<file path="src/rtl/regbank8_issue_pkg.sv">
// Shared definitions for the eight-entry register bank with read-issue handshake.
package regbank8_issue_pkg;

  localparam int unsigned NREGS = 8;

  typedef enum logic [1:0] {
    IDLE  = 2'd0,
    WAIT  = 2'd1,
    ISSUE = 2'd2
  } state_t;

endpackage

</file>
<file path="src/rtl/regbank8_issue_scoreboard8.sv">
// Busy scoreboard: per-register reservation bits plus the "clear to read" lookups
// for the incoming read address and the held (stalled) address.
module regbank8_issue_scoreboard8
  import regbank8_issue_pkg::*;
#(
  parameter int unsigned selwidth = 3
) (
  input  logic                clk,
  input  logic                rst,
  input  logic                wr_en,
  input  logic [selwidth-1:0] wr_addr,
  input  logic                rsv_en,
  input  logic [selwidth-1:0] rsv_addr,
  input  logic [selwidth-1:0] rd_addr,
  input  logic [selwidth-1:0] hold_addr,
  output logic [NREGS-1:0]    busy,
  output logic                rd_clr,
  output logic                hold_clr
);

  // A reservation landing in the same cycle as the completing write wins.
  always_ff @(posedge clk or posedge rst) begin
    if (rst) begin
      busy <= '0;
    end else begin
      for (int unsigned i = 0; i < NREGS; i++) begin
        if (rsv_en && (rsv_addr == selwidth'(i)))
          busy[i] <= 1'b1;
        else if (wr_en && (wr_addr == selwidth'(i)))
          busy[i] <= 1'b0;
      end
    end
  end

  // Uses the pre-edge busy vector, so a same-cycle reservation never blocks the read.
  always_comb begin
    rd_clr   = ~busy[rd_addr]   | (wr_en & (wr_addr == rd_addr));
    hold_clr = ~busy[hold_addr] | (wr_en & (wr_addr == hold_addr));
  end

endmodule

</file>
<file path="src/rtl/regbank8_issue.sv">
// Eight-entry register bank feeding an 8:1 bus mux, with a busy scoreboard that
// stalls reads of pending registers and a one-cycle issue pulse per read.
module regbank8_issue
  import regbank8_issue_pkg::*;
#(
  parameter int unsigned buswidth = 32,
  parameter int unsigned selwidth = 3
) (
  input  logic                in_clk,
  input  logic                in_reset,
  input  logic                in_wr_en,
  input  logic [selwidth-1:0] in_wr_addr,
  input  logic [buswidth-1:0] in_wr_data,
  input  logic                in_rsv_en,
  input  logic [selwidth-1:0] in_rsv_addr,
  input  logic                in_rd_valid,
  input  logic [selwidth-1:0] in_rd_addr,
  output logic                out_rd_ready,
  output logic [selwidth-1:0] out_select,
  output logic                out_sel_valid,
  output logic [buswidth-1:0] out_reg0,
  output logic [buswidth-1:0] out_reg1,
  output logic [buswidth-1:0] out_reg2,
  output logic [buswidth-1:0] out_reg3,
  output logic [buswidth-1:0] out_reg4,
  output logic [buswidth-1:0] out_reg5,
  output logic [buswidth-1:0] out_reg6,
  output logic [buswidth-1:0] out_reg7,
  output logic [NREGS-1:0]    out_busy,
  output logic [7:0]          out_stall_cnt
);

  state_t                state;
  logic [selwidth-1:0]   hold;
  logic [buswidth-1:0]   regs [NREGS];
  logic                  rd_clr;
  logic                  hold_clr;

  regbank8_issue_scoreboard8 #(
    .selwidth(selwidth)
  ) u_scoreboard (
    .clk      (in_clk),
    .rst      (in_reset),
    .wr_en    (in_wr_en),
    .wr_addr  (in_wr_addr),
    .rsv_en   (in_rsv_en),
    .rsv_addr (in_rsv_addr),
    .rd_addr  (in_rd_addr),
    .hold_addr(hold),
    .busy     (out_busy),
    .rd_clr   (rd_clr),
    .hold_clr (hold_clr)
  );

  always_ff @(posedge in_clk or posedge in_reset) begin
    if (in_reset) begin
      for (int unsigned i = 0; i < NREGS; i++)
        regs[i] <= '0;
    end else if (in_wr_en) begin
      regs[in_wr_addr] <= in_wr_data;
    end
  end

  assign out_reg0 = regs[0];
  assign out_reg1 = regs[1];
  assign out_reg2 = regs[2];
  assign out_reg3 = regs[3];
  assign out_reg4 = regs[4];
  assign out_reg5 = regs[5];
  assign out_reg6 = regs[6];
  assign out_reg7 = regs[7];

  assign out_rd_ready = (state != WAIT);

  // Issue outputs are loaded on the transition into ISSUE so they are registered
  // and valid for exactly the ISSUE cycle.
  always_ff @(posedge in_clk or posedge in_reset) begin
    if (in_reset) begin
      state         <= IDLE;
      hold          <= '0;
      out_select    <= '0;
      out_sel_valid <= 1'b0;
      out_stall_cnt <= '0;
    end else begin
      out_sel_valid <= 1'b0;
      case (state)
        WAIT: begin
          if (out_stall_cnt != '1)
            out_stall_cnt <= out_stall_cnt + 8'd1;
          if (hold_clr) begin
            state         <= ISSUE;
            out_sel_valid <= 1'b1;
            out_select    <= hold;
          end
        end
        IDLE, ISSUE: begin
          if (in_rd_valid) begin
            hold <= in_rd_addr;
            if (rd_clr) begin
              state         <= ISSUE;
              out_sel_valid <= 1'b1;
              out_select    <= in_rd_addr;
            end else begin
              state <= WAIT;
            end
          end else begin
            state <= IDLE;
          end
        end
        default: state <= IDLE;
      endcase
    end
  end

endmodule

</file>
<file path="config.mk">
export PLATFORM = sky130hd
export DESIGN_NAME = regbank8_issue
export DESIGN_NICKNAME = d
export VERILOG_FILES = /design/src/rtl/regbank8_issue_pkg.sv /design/src/rtl/regbank8_issue_scoreboard8.sv /design/src/rtl/regbank8_issue.sv
export SDC_FILE = /design/constraint.sdc
export NUM_CORES = 1
export LEC_CHECK = 0
export BUFFER_PORTS_ARGS = -buffer_cell sky130_fd_sc_hd__clkbuf_2
export CORE_ASPECT_RATIO = 1.5
export CORE_MARGIN = 1.5
export CORE_UTILIZATION = 54
export DETAILED_ROUTE_END_ITERATION = 10
export PLACE_DENSITY = 0.82
export SETUP_SLACK_MARGIN = 0.2
export SYNTH_ARGS = -nofsm -noshare
export SYNTH_HDL_FRONTEND = slang
export SYNTH_SLANG_ARGS = --single-unit
</file>
<file path="constraint.sdc">
create_clock -name in_clk -period 12.2 [get_ports in_clk]
set_input_delay 0.61 -clock in_clk [delete_from_list [all_inputs] [get_ports in_clk]]
set_output_delay 0.61 -clock in_clk [all_outputs]
set_load 0.1 [all_outputs]
</file>
; ---- Yosys cells after proc, flatten, opt, wreduce, memory -nomap -nowiden
; Index checks and enable logic that the tools add are counted.
; W data, S select, Z words.
[word_totals]
ff_bits = 281
latchBits = 0
ramBits = 0
romBits = 0
input_bits = 46
memories = 0
[classes]
addsub = 1
mul = 0
div = 0
magnitude_cmp = 4
eq_ne = 23
shift = 0
n_mux = 35
bitwise_logic = 7
reduce_logical = 33
[op_table]
columns = cell, n
row1 = $bwmux W256, 1
row2 = $demux W32 S3, 1
row3 = $mux W32, 1
row4 = $eq A3 B3 Y1 const B, 8
row5 = $mux W1, 21
row6 = $reduce_bool A2 Y1, 9
row7 = $logic_and A1 B1 Y1, 17
row8 = $eq A3 B2 Y1 const B, 4
row9 = $mux W3, 3
row10 = $add A8 B1 Y8 const B, 1
row11 = $lt A3 B4 Y1 const B, 2
row12 = $ne A8 B8 Y1 const B, 1
row13 = $bmux W1 S3, 2
row14 = $eq A3 B1 Y1 const B, 2
row15 = $eq A3 B3 Y1, 2
row16 = $logic_not A3 Y1, 2
row17 = $mux W2, 3
row18 = $ne A2 B2 Y1 const B, 3
row19 = $pmux W3 S2, 1
row20 = $ge A4 B4 Y1 const B, 1
row21 = $lt A4 B1 Y1 const B, 1
row22 = $not A3 Y4, 1
row23 = $pmux W2 S2, 1
row24 = $reduce_and A2 Y1, 2
row25 = 10 further kinds, 13

; ---- Logic depth before layout (Yosys ltp)
[depth]
ltp_word = 7
mapped_depth = 6
mapped_depth_nobuf = 6

; ---- By module
; Synthesis repeated with hierarchy kept, for this count alone.
[unflattened]
cells_unflattened = 680
area_unflattened_um2 = 10950.5
[by_module_without_submodules]
columns = mod, n_inst, cells_each, area_per_inst_um2, seq_area_each_um2
row1 = regbank8_issue, 1, 613, 10353.7, 6831.6
row2 = regbank8_issue_scoreboard8, 1, 67, 596.8, 200.2

; ---- Worst setup path before layout
; OpenSTA, ideal clock, no wires.
[synth_path]
kind = register to register
startpoint = reg out_stall_cnt[0]
endpoint = reg out_stall_cnt[7]
t_arrival_ns = 2.178
path_slack_ns = 9.862
path_stages_with_launch = 7
n_path_buf = 0
synth_period_minus_slack_ns = 2.338
path_cell_list = dfrtp_1 ha_1 and3_1 a41oi_4 and4_1 nand3_1 xnor2_1
[synth_between]
elab_chain_cells = 2
[synth_lines]
columns = item, line_no
row1 = "start, declared", regbank8_issue.sv:30  ; output logic [7:0] out_stall_cnt
row2 = "start signal, assigned", regbank8_issue.sv:89  ; out_stall_cnt <= out_stall_cnt + 8'd1;
row3 = branches (longest 2 deep; another with $add A8 B1 Y8), -
; Several ways; the timed one is not identified.
; A chain may end at the register's enable or synchronous reset.

; ---- Worst setup path in the final report
[layout_path]
startpoint = in in_wr_addr[2]
endpoint = reg regs (netlist bit out_reg3[3])
[layout_between]
elab_chain_cells = 6
[layout_lines]
columns = item, line_no
row1 = "start, declared", regbank8_issue.sv:12  ; input logic [selwidth-1:0] in_wr_addr,
row2 = $not A3 Y4 (not written as such) *, regbank8_issue.sv:60  ; regs[in_wr_addr] <= in_wr_data;
row3 = $ge A4 B4 Y1 (not written as such) / $lt A4 B1 Y1 (equally long branches), regbank8_issue.sv:60
row4 = $logic_and A1 B1 Y1 (not written as such), regbank8_issue.sv:60
row5 = $mux W32 (not written as such), regbank8_issue.sv:60
row6 = $demux W32 S3 *, regbank8_issue.sv:60
row7 = $bwmux W256 *, regbank8_issue.sv:60
row8 = "end signal, assigned by index", regbank8_issue.sv:60
row9 = "end, declared", regbank8_issue.sv:35  ; logic [buswidth-1:0] regs [NREGS];
; Every way passes the cells marked *; elsewhere a longest branch is shown, timed or not.

==> metrics.md <==
| Metric | Value |
|---|---|
| Multi-input logic area | `0.00365 mm^2` |
| R2R Path Start | `out_stall_cnt[0]$_DFFE_PP0P_` |
| Wirelength, routed | `26600 um` |
| Compound-Gate Fraction of Synth Area | `1.60%` |
| Crit path time final | `2.36 ns` |
| Drt via density | `5.47` |
| I/O Pins | `323` |
| Synth Area in Adders | `0.115%` |
| Post-CTS Hold Buffers | `0` |
| # H-tree levels | `1` |
| Slew margin rel. | `23.3%` |
| Post-Synthesis Cells | `671` |
| DRC violations left | `0` |
| Worst-Skew Late Latency | `0.51 ns` |
| Vias in the first global route | `7313` |
| Detailed placement HPWL | `17600 um` |
| Startpoint Class | `primary input` |
| First-pass GRT wire length | `40800 um` |
| #FFs+latches synth | `281` |
| Synthesized area per cell | `16.2 um^2` |
| Die extent in x | `119 um` |
| Layout area overhead | `24.8%` |
| Mux cell area share after synthesis | `27.9%` |
| CTS sink count | `281` |
| Fillcell total | `1400` |
| Hold Path Class | `primary input to async pin` |
| Fraction of synthesized cell area in xor and xnor cells | `1.04%` |
| Post-route cell area | `0.0136 mm^2` |
| Overall via count from detail_route | `6976` |
| Core ar. | `0.0198 mm^2` |
| Max-Cap Viols | `0` |
| Max FO, Critical Path | `18` |
| CTS buffer count | `26` |
| First-pass iteration count of the detailed router | `4` |
| Initial antenna violation count | `0` |
| Storage cell area | `0.00703 mm^2` |
| CTS tree | `built` |
| Total track usage | `24.9%` |
| Crit path kind | `primary input to flip-flop` |
| Post-Route Skew | `0.00404 ns` |
| Critical Path RT | `12.60 ns` |
| Clock buffer depth | `3` |
| IO buf count | `322` |
| Total grt overflow | `0` |
| Wirelength per Cell | `20.8 um` |
| Reg2reg setup slack | `10.28 ns` |
| Unrepaired setup endpoints after global routing | `no` |
| Post-synthesis sequential area ratio | `64.5%` |
| Simple-Gate Fraction of Synth Area | `2.58%` |
| Post-Syn Nets | `718` |
| Hold Violations, Final | `0` |
| RD Place Congestion | `0.836` |
| R2R Path End | `out_stall_cnt[7]$_DFFE_PP0P_` |
| Final setup viols | `0` |
| Cell area after synthesis | `0.0109 mm^2` |
| Fin. max-slew vios | `0` |
| Die height | `177 um` |
| Final period util | `19.4%` |
| Diode count | `0` |
| F_max | `0.423 GHz` |
| CTS root buf | `clkbuf_16` |
| Worst EP arrival | `2.76 ns` |
| Clock-pin transition on the worst setup and hold timing paths | `0.06 ns` |
| Util after Layout | `68.8%` |
| # Post-CTS Setup Buffers | `0` |
| Setup_tns | `0 ns` |
| Syn. warnings | `0` |
| Row count | `63` |
| Crit. End Element | `flip-flop` |
| Main combinational cell family by area after synthesis | `multiplexers` |
| DR iter-0 viols | `285` |
| Largest net degree at the start of global routing | `140` |
| Antenna-violating nets left | `0` |
| Placed Area | `0.0127 mm^2` |
| Post-synthesis cell type count | `35` |
| Slew @ Worst Pin | `1.14 ns` |
| Share of cells above drive strength 1 | `64.0%` |
| Total Nets Final | `1043` |
| Die area | `0.0211 mm^2` |
| Initial Util | `55.1%` |
| Post_cts resized | `0` |
| Reg2Reg Depth | `6` |
| Status | `finished clean` |
==> logic make-up (layout without fill, tap and decap cells) <==
group / count (synthesis) / after routing
AOI/OAI and AO/OA: 18 / 18
xor gates and xnor gates: 13 / 13
adders and majority gates: 1 / 1
buffers and inverters: 42 / 387
DFF: 281 / 281
muxes: 270 / 270
and+or+nand+nor: 46 / 46
==> cell usage in the layout, fill, tap and decap left out, types with 3 or more instances in the layout <==
cell type / instances
nand2b_1: 3
nand2_1: 14
o21ai_0: 6
clkbuf_2: 322
nor2b_1: 4
buf_4: 7
clkinv_2: 7
nand3_1: 4
clkbuf_8: 7
dfrtp_1: 281
clkbuf_1: 4
xnor2_1: 11
mux2_4: 3
mux2_2: 259
clkbuf_16: 27
inv_1: 9
nand4_1: 5
mux2i_1: 6
o22ai_1: 3
==> critical path: stages <==
cell and delay, ns:
clkbuf_2 0.22, nand4b_1 1.02, buf_4 0.58, mux2_2 0.30
==> flip-flops by register name, summed over array words and instances (netlist names), 8 cells and up <==
signal,cells
out_reg3,32
out_reg2,32
out_reg6,32
u_scoreboard.busy,8
out_reg1,32
out_reg5,32
out_reg7,32
out_stall_cnt,8
out_reg4,32
out_reg0,32
==> through the flow <==
step	hold slack (ns)	worst slack [ns]	std cells
floorplan	0.556	3.84	671
global placement	0.467	9.36	1228
detailed placement	0.491	9.29	1228
CTS	0.346	9.80	1276
global route	0.350	9.66	1276
finish	0.263	9.84	1276
==> synth_stat cells <==
cell type	count	area share, %
a22oi_2	2	0.23
a31oi_4	1	0.20
a41oi_2	1	0.15
a41oi_4	1	0.25
and2_1	2	0.11
and3_1	2	0.11
and4_1	1	0.080
buf_2	18	0.83
buf_4	11	0.76
buf_6	3	0.31
dfrtp_1	281	65
ha_1	1	0.11
inv_1	10	0.34
mux2_1	2	0.21
mux2_2	259	27
mux2_4	3	0.41
mux2i_1	6	0.55
nand2_1	14	0.48
nand2b_1	3	0.17
nand2b_2	1	0.080
nand2b_4	1	0.13
nand3_1	6	0.28
nand4_1	5	0.29
nand4_2	1	0.11
nand4b_1	1	0.080
nor2_1	2	0.069
nor2b_1	4	0.23
nor3_2	2	0.18
nor3b_4	1	0.17
o2111ai_1	2	0.16
o21ai_0	6	0.28
o22ai_1	3	0.17
o32ai_1	2	0.16
xnor2_1	11	0.88
xor2_1	2	0.16
==> metal layers <==
metal	part of all wire [%]	track usage (%)	vias to the layer above
li1	-	-	3041
met1	37	28.6	3575
met2	54	45.8	285
met3	5.5	4.19	75
met4	3.8	10.5	0
met5	0	0	-
==> area by class of cell <==
type | instances | area share, %
Multi-Input combinational cell | 348 | 26.8
Timing Repair Buffer | 329 | 12.2
Sequential cell | 281 | 51.7
Tap cell | 260 | 2.39
Clock inverter | 10 | 0.763
Clock buffer | 38 | 5.78
Inverter | 10 | 0.331
==> how the worst max path moves through the flow <==
stage                              from                        to  slack (ns)  depth (start not counted)
after floorplan                in_reset       hold[0]$_DFFE_PP0P_        3.84                          1
after global placement    in_wr_addr[2]  out_reg3[31]$_DFFE_PP0P_        9.36                          4
after detailed placement  in_wr_addr[2]  out_reg3[10]$_DFFE_PP0P_        9.29                          4
after CTS                 in_wr_addr[2]   out_reg3[1]$_DFFE_PP0P_        9.80                          4
after global routing      in_wr_addr[2]   out_reg3[8]$_DFFE_PP0P_        9.66                          4
final                     in_wr_addr[2]   out_reg3[3]$_DFFE_PP0P_        9.84                          4
Power is left out: the tool's default activity adds up to more than one toggle a clock period on the data nets, which glitch-free logic cannot reach.
